<file path="config.mk">
export PLATFORM = sky130hd
export DESIGN_NAME = z80fi_insn_collector
export DESIGN_NICKNAME = d
export VERILOG_FILES = /design/src/rtl/z80fi_insn_collector.sv
export SDC_FILE = /design/constraint.sdc
export NUM_CORES = 1
export LEC_CHECK = 0
export CAP_MARGIN = 40
export CORE_ASPECT_RATIO = 0.7
export CORE_MARGIN = 10
export CORE_UTILIZATION = 40
export CTS_BUF_LIST = sky130_fd_sc_hd__clkbuf_8
export CTS_CLUSTER_SIZE = 28
export DETAILED_ROUTE_END_ITERATION = 12
export MAX_ROUTING_LAYER = met4
export PLACE_DENSITY = 0.69
export SETUP_SLACK_MARGIN = 0.05
export SLEW_MARGIN = 0
export SYNTH_ARGS = -nofsm -noshare
export SYNTH_HDL_FRONTEND = slang
export SYNTH_SLANG_ARGS = --single-unit
</file>
<file path="constraint.sdc">
create_clock -name clk -period 18.3 [get_ports clk]
set_input_delay 3.66 -clock clk [delete_from_list [all_inputs] [get_ports clk]]
set_output_delay 3.66 -clock clk [all_outputs]
set_load 0.01 [all_outputs]
</file>
<file path="src/rtl/z80fi_insn_collector.sv">
// ============================================================================
// Module  : z80fi_insn_collector
// Brief   : Assembles fetch/write/retire events into one Z80FI packet per insn.
// Rev     : 1.0  initial release
// ============================================================================
`default_nettype none

module z80fi_insn_collector #(
    parameter int MAX_LEN = 4,
    parameter int MAX_WR  = 2
) (
    input  logic                           clk,
    input  logic                           reset,
    input  logic                           fetch_valid,
    input  logic                           fetch_first,
    input  logic [15:0]                    fetch_addr,
    input  logic [7:0]                     fetch_data,
    input  logic                           wr_valid,
    input  logic [15:0]                    wr_addr,
    input  logic [7:0]                     wr_data,
    input  logic                           insn_done,
    output logic                           z80fi_valid,
    output logic [8*MAX_LEN-1:0]           z80fi_insn,
    output logic [$clog2(MAX_LEN+1)-1:0]   z80fi_insn_len,
    output logic [15:0]                    z80fi_pc_rdata,
    output logic [$clog2(MAX_WR+1)-1:0]    z80fi_mem_wr_count,
    output logic [15:0]                    z80fi_mem_waddr,
    output logic [15:0]                    z80fi_mem_waddr2,
    output logic [7:0]                     z80fi_mem_wdata,
    output logic [7:0]                     z80fi_mem_wdata2,
    output logic                           z80fi_overflow
);

    localparam int C_LEN_W = $clog2(MAX_LEN + 1);
    localparam int C_CNT_W = $clog2(MAX_WR + 1);
    localparam logic [C_LEN_W-1:0] C_MAX_LEN = C_LEN_W'(MAX_LEN);
    localparam logic [C_CNT_W-1:0] C_MAX_WR  = C_CNT_W'(MAX_WR);

    localparam logic [0:0] S_IDLE    = 1'b0;
    localparam logic [0:0] S_COLLECT = 1'b1;

    logic [0:0]             r_state;
    logic [0:0]             w_state_nxt;

    logic [8*MAX_LEN-1:0]   r_buf;
    logic [C_LEN_W-1:0]     r_len;
    logic [15:0]            r_pc;
    logic [C_CNT_W-1:0]     r_cnt;
    logic [15:0]            r_waddr [MAX_WR];
    logic [7:0]             r_wdata [MAX_WR];
    logic                   r_ovf;

    logic                   w_start;
    logic                   w_more;
    logic                   w_wr;
    logic                   w_emit;
    logic [8*MAX_LEN-1:0]   w_m_buf;
    logic [C_LEN_W-1:0]     w_m_len;
    logic [C_CNT_W-1:0]     w_m_cnt;
    logic [15:0]            w_m_waddr [MAX_WR];
    logic [7:0]             w_m_wdata [MAX_WR];
    logic                   w_m_ovf;

    assign w_start = fetch_valid & fetch_first;

    always_ff @(posedge clk or posedge reset) begin
        if (reset) begin
            r_state <= S_IDLE;
        end else begin
            r_state <= w_state_nxt;
        end
    end

    always_comb begin
        w_state_nxt = r_state;
        if (w_start) begin
            w_state_nxt = S_COLLECT;
        end else if (r_state == S_COLLECT && insn_done) begin
            w_state_nxt = S_IDLE;
        end
    end

    // Merged view = working buffer plus this cycle's non-first byte and write;
    // this is what both the next working state and an emitted packet use.
    always_comb begin
        w_more    = fetch_valid & ~fetch_first & (r_state == S_COLLECT);
        w_wr      = wr_valid & (r_state == S_COLLECT);
        w_emit    = insn_done & (r_state == S_COLLECT);
        w_m_buf   = r_buf;
        w_m_len   = r_len;
        w_m_cnt   = r_cnt;
        w_m_waddr = r_waddr;
        w_m_wdata = r_wdata;
        w_m_ovf   = r_ovf;
        if (w_more) begin
            if (r_len < C_MAX_LEN) begin
                for (int k = 0; k < MAX_LEN; k++) begin
                    if (r_len == C_LEN_W'(k)) begin
                        w_m_buf[8*k +: 8] = fetch_data;
                    end
                end
                w_m_len = r_len + C_LEN_W'(1);
            end else begin
                w_m_ovf = 1'b1;
            end
        end
        if (w_wr) begin
            if (r_cnt < C_MAX_WR) begin
                for (int k = 0; k < MAX_WR; k++) begin
                    if (r_cnt == C_CNT_W'(k)) begin
                        w_m_waddr[k] = wr_addr;
                        w_m_wdata[k] = wr_data;
                    end
                end
                w_m_cnt = r_cnt + C_CNT_W'(1);
            end else begin
                w_m_ovf = 1'b1;
            end
        end
    end

    always_ff @(posedge clk or posedge reset) begin
        if (reset) begin
            r_buf              <= '0;
            r_len              <= '0;
            r_pc               <= '0;
            r_cnt              <= '0;
            r_waddr            <= '{default: '0};
            r_wdata            <= '{default: '0};
            r_ovf              <= 1'b0;
            z80fi_valid        <= 1'b0;
            z80fi_insn         <= '0;
            z80fi_insn_len     <= '0;
            z80fi_pc_rdata     <= '0;
            z80fi_mem_wr_count <= '0;
            z80fi_mem_waddr    <= '0;
            z80fi_mem_waddr2   <= '0;
            z80fi_mem_wdata    <= '0;
            z80fi_mem_wdata2   <= '0;
            z80fi_overflow     <= 1'b0;
        end else begin
            if (w_start) begin
                r_buf   <= {{(8*(MAX_LEN-1)){1'b0}}, fetch_data};
                r_len   <= C_LEN_W'(1);
                r_pc    <= fetch_addr;
                r_cnt   <= '0;
                r_waddr <= '{default: '0};
                r_wdata <= '{default: '0};
                r_ovf   <= 1'b0;
            end else if (r_state == S_COLLECT) begin
                r_buf   <= w_m_buf;
                r_len   <= w_m_len;
                r_cnt   <= w_m_cnt;
                r_waddr <= w_m_waddr;
                r_wdata <= w_m_wdata;
                r_ovf   <= w_m_ovf;
            end

            z80fi_valid <= w_emit;
            if (w_emit) begin
                z80fi_insn         <= w_m_buf;
                z80fi_insn_len     <= w_m_len;
                z80fi_pc_rdata     <= r_pc;
                z80fi_mem_wr_count <= w_m_cnt;
                z80fi_mem_waddr    <= w_m_waddr[0];
                z80fi_mem_waddr2   <= w_m_waddr[1];
                z80fi_mem_wdata    <= w_m_wdata[0];
                z80fi_mem_wdata2   <= w_m_wdata[1];
                z80fi_overflow     <= w_m_ovf;
            end
        end
    end

endmodule

`default_nettype wire

</file>
== After elaboration in Yosys (flattened, before gate mapping) ==
Cells that the tools add are included.

* Output and inout port bits: 103
* Bits in registers: 206
* Logic and storage cells: 75
* Input port bits: 54

* Add/sub/neg operators: 2
* Bitwise gates (word level): 6
* Order comparisons: 2
* Equal/unequal tests: 4
* Mux-type cells: 36
* Reductions and logical operators: 5

{| class="wikitable"
|+ Operators by type and width
! cell !! number
|-
| $mux 32 || 8
|-
| $mux 16 || 6
|-
| $mux 8 || 6
|-
| $mux 3 || 4
|-
| $mux 1 || 8
|-
| $mux 2 || 4
|-
| $eq 3x2->1 const B || 2
|-
| $and 1x1->1 || 5
|-
| $reduce_bool 2->1 || 2
|-
| $add 3x1->3 const B || 1
|-
| $eq 3x1->1 const B || 1
|-
| $logic_not 3->1 || 1
|-
| $lt 3x3->1 const B || 1
|-
| $add 2x1->2 const B || 1
|-
| $eq 2x1->1 const B || 1
|-
| $logic_not 2->1 || 1
|-
| $lt 2x2->1 const B || 1
|-
| $logic_and 1x1->1 || 1
|-
| $not 1->1 || 1
|}

== Depth between registers and ports, before layout ==
* Word-level depth: 8
* Mapped depth: 7
* Depth with buffers taken out: 5

== Worst setup path before layout ==
Ideal clock, no wire load.

* Path kind: in2reg
* From: input wr_valid
* To: register z80fi_mem_waddr2[0]
* Library setup time: 132 ps
* Required time: 18168 ps
* Arrival time: 4588 ps
* Cell stages on the path: 6
* Path buffers: 3
* Slack: 13579 ps
* Cell sequence: buf_2 -> nand4b_1 -> buf_2 -> buf_4 -> mux2i_1 -> o21ai_0

* Longest elaborated chain between the ends: 2

{| class="wikitable"
|+ Ends and longest elaborated chain
! what !! line !! RTL
|-
| from (decl) || 18 || <nowiki>input logic wr_valid,</nowiki>
|-
| $and 1x1->1 || 87 || <nowiki>w_wr = wr_valid & (r_state == S_COLLECT);</nowiki>
|-
| $mux 32 || 107 || <nowiki>if (w_wr) begin</nowiki>
|-
| to (signal assigned) || 166 || <nowiki>z80fi_mem_waddr2 <= w_m_waddr[1];</nowiki>
|-
| to (decl) || 28 || <nowiki>output logic [15:0] z80fi_mem_waddr2,</nowiki>
|}

Every way passes these cells.
A chain may end at the register's enable or synchronous reset.

== Final worst setup path ==
* From: input insn_done
* To: register z80fi_insn[18]

* Longest elaborated chain between the ends: 1

{| class="wikitable"
|+ Ends and longest elaborated chain
! what !! line !! RTL
|-
| from (decl) || 21 || <nowiki>input logic insn_done,</nowiki>
|-
| $and 1x1->1 || 88 || <nowiki>w_emit = insn_done & (r_state == S_COLLECT);</nowiki>
|-
| to (signal assigned) || 161 || <nowiki>z80fi_insn <= w_m_buf;</nowiki>
|-
| to (decl) || 23 || <nowiki>output logic [8*MAX_LEN-1:0] z80fi_insn,</nowiki>
|}

Every way passes these cells.

==> impl_results.md <==
- Grt total ovfl: 0
- MaxCap Viol Count: 0
- Adder-cell share of the synthesized area: 1.09%
- Fin nets: 979
- CP Data Arrival Time: 5.71 ns
- Vias in the first global route: roughly 6000
- Yosys warns: 0
- Crit start category: primary input
- Synth Area in Simple Gates: a little over an eighth
- Io pins: ~160
- Initial Util: 40.7%
- Worst Hold Depth: 2
- Worst hold margin: roughly 0.46 ns
- Number of hold violations in the final report: 0
- Slew @ Worst Pin: ~0.84 ns
- Drt pass-1 iters: 5
- Largest family of logic cells by synthesized area: simple AND/OR/NAND/NOR gates
- DIE WIDTH: 190 um
- FMAX: between 150 and 200 MHz
- Largest net degree at the start of global routing: between 100 and 150
- Hold_buf cts: 0
- Routed wire length: 21500 um
- Initial antenna violation count: 1
- Register area share after synthesis: ~64%
- Leakage: just over 5 nW
- Die Ht: around 140 um
- Post-layout min period: 5.30 ns
- CTS tree: built
- Post-route non-filler standard cell count: approximately 1200
- First-pass GRT wire length: 34300 um
- Post-synth ARST share: 100%
- Synth Instances: 768
- CTS resizes: 0
- Final period utilization: 29.0%
- WS Path Type: primary input to flop
- Latest clock arrival within the worst-skew pair: ~0.5 ns
- Reg-to-Reg End: z80fi_insn[18]
- Post-CTS setup buffer count: 0
- Final Max Tran Viols: 0
- FF-to-FF Start: r_state
- Critical Path RT: around 19 ns
- CTS max path bufs: 3
- Placeable Area: just under 20000 sq um
- Final Instance Area: about 11000 sq um
- Post-Route Skew: around 0.017 ns
- Multi-input logic area: between 2000 and 3000 sq um
- Via-to-Cell Ratio: approximately 5.0
- Mean Syn Cell Area: between 10 and 15 sq um
- DRC Markers: 0
- Share of post-route cells with drive strength above 1: about 8.4%
- GRT Total Usage: 16.5%
- Reg clk slew, reported paths: 0.06 ns
- Drt wl/cell: approximately 18 um
- Critical Path End Type: flop
- Iteration-0 DRC Markers: around 490
- Gpl congestion: around 0.79
- Area grow syn2layout: 31.8%
- Fillers: between 1500 and 2000
- Xor and xnor area share after synthesis: less than 1%
- Sink Count: ~210
- Hold Path Origin: r_pc[5]
- Die area: about 26000 sq um
- Min-Delay Path Class: flop to flop
- Placed Cells: 1152
- Final setup vio count: 0
- VDD IR max: about 0.066 mV
- Mapped Area: 8070 sq um
- I/O Buffers: roughly 160
- Slew margin rel.: 44.2%
- Synth cell types: 27
- Worst-path fanout max: 40
- Final setup TNS: 0 ns
- Row count: 43
- Dpl cell area: 9900 sq um
- Register area: slightly above 5000 sq um
- Worst-case reg-to-reg path depth: 5
- Worst Hold End: z80fi_pc_rdata[5]
- Post-synthesis compound-gate area fraction: a little over a tenth
- Mux contribution to synthesized area: under 10%
- Post-synth top flop: dfrtp_1
- Top post-synthesis cells by area: dfrtp_1, nand2_1, mux2i_1
- CTS H-tree depth: 2
- Root buffer cell: clkbuf_8
- Via count: between 6000 and 7000
- Final ANT Viol Nets: 0
- Top-area cell type share of the netlist area: between 60% and 70%
- Synth top cells by count: dfrtp_1, nand2_1, o21ai_0
- FF+latch count, synth: around 210
- RSZ-0062 raised after global routing: false
- Overall Power: 1.24 mW
- Outcome: finished, final reports clean
- Power Density: between 100 and 150 nW/um^2
- Post-Syn Nets: between 800 and 900
- Count leader, synth: dfrtp_1
- DP HPWL: ~14000 um
- Worst R2R Setup Slack: 15.88 ns
- Total CTS buffers: 34
- Area leader, netlist: dfrtp_1
- Post-synth EDFFs: 0
[state kept, by name, summed over array words and instances (netlist names), 16 cells and up]
register	cells
r_wdata	16
r_waddr	32
z80fi_mem_waddr2	16
r_buf	32
z80fi_mem_waddr	16
r_pc	16
z80fi_insn	32
z80fi_pc_rdata	16
[power breakdown]
part / total (mW) / switching (mW) / leakage [nW] / internal (mW)
Sequential: 0.564 / 0.0390 / 2.68 / 0.525
Clock: 0.418 / 0.178 / 0.410 / 0.240
Combinational: 0.260 / 0.130 / 2.03 / 0.130
[kinds of logic after synthesis]
family | Yosys count
fa+ha+maj | 7
mux | 58
buf+inv | 63
compound gates | 160
simple gates | 273
flops | 206
xor+xnor | 1
[worst max path at each step]
stage	cells past startpoint	startpoint	end
3_3_place_gp	3	reset	r_waddr[3]
6_report	6	insn_done	z80fi_insn[18]
3_5_place_dp	6	insn_done	z80fi_insn[18]
2_1_floorplan	1	reset	r_buf[0]
4_1_cts	6	insn_done	z80fi_insn[18]
5_1_grt	6	insn_done	z80fi_insn[18]
[placed cells by master (no fill, tap or decap), types with 2 or more instances in the layout]
cell type        instances
inv_1                   16
buf_4                    7
dfrtp_1                206
o21ai_0                 85
mux2_2                   9
clkdlybuf4s50_1        156
o21ai_1                  3
a31oi_1                 35
nor2_1                  83
nand4b_1                 3
clkbuf_8                50
a21oi_1                 35
buf_16                   2
nand3_1                 24
inv_2                    2
mux2i_1                 49
clkinv_2                 2
nand2_1                157
ha_1                     7
[critical path, stage by stage]
cell	delay, ns
clkdlybuf4s50_1	0.52
nand2_4	0.20
inv_2	0.59
buf_4	0.47
nor2_1	0.08
a31oi_1	0.17
[through the flow]
stage	util (%)	setup slack [ns]
after floorplan	-	9.02
after global placement	49.6	12.33
after detailed placement	50.0	12.48
after CTS	53.7	13.01
after global routing	53.7	12.83
final	53.7	13.00
[layout make-up]
| cell class | instances | share of cell area [%] |
|---|---|---|
| flip-flops and latches | 206 | 48.5 |
| clock buffers | 50 | 6.47 |
| repair buffers | 166 | 15.9 |
| well taps | 270 | 3.18 |
| diodes | 1 | 0.0235 |
| clock inverters | 10 | 0.377 |
| inverters | 11 | 0.459 |
| multi-input cells | 499 | 25.1 |
[per-layer routing]
layer  GRT usage, %  part of all wire (%)  vias up
met5              -                     0        -
met4           4.25                   1.3        0
met3           5.03                   6.6       31
met2           23.0                    44      159
met1           22.8                    48     2927
li1               -                     -     2893
No activity file was read; power rests on OpenSTA's default activity.
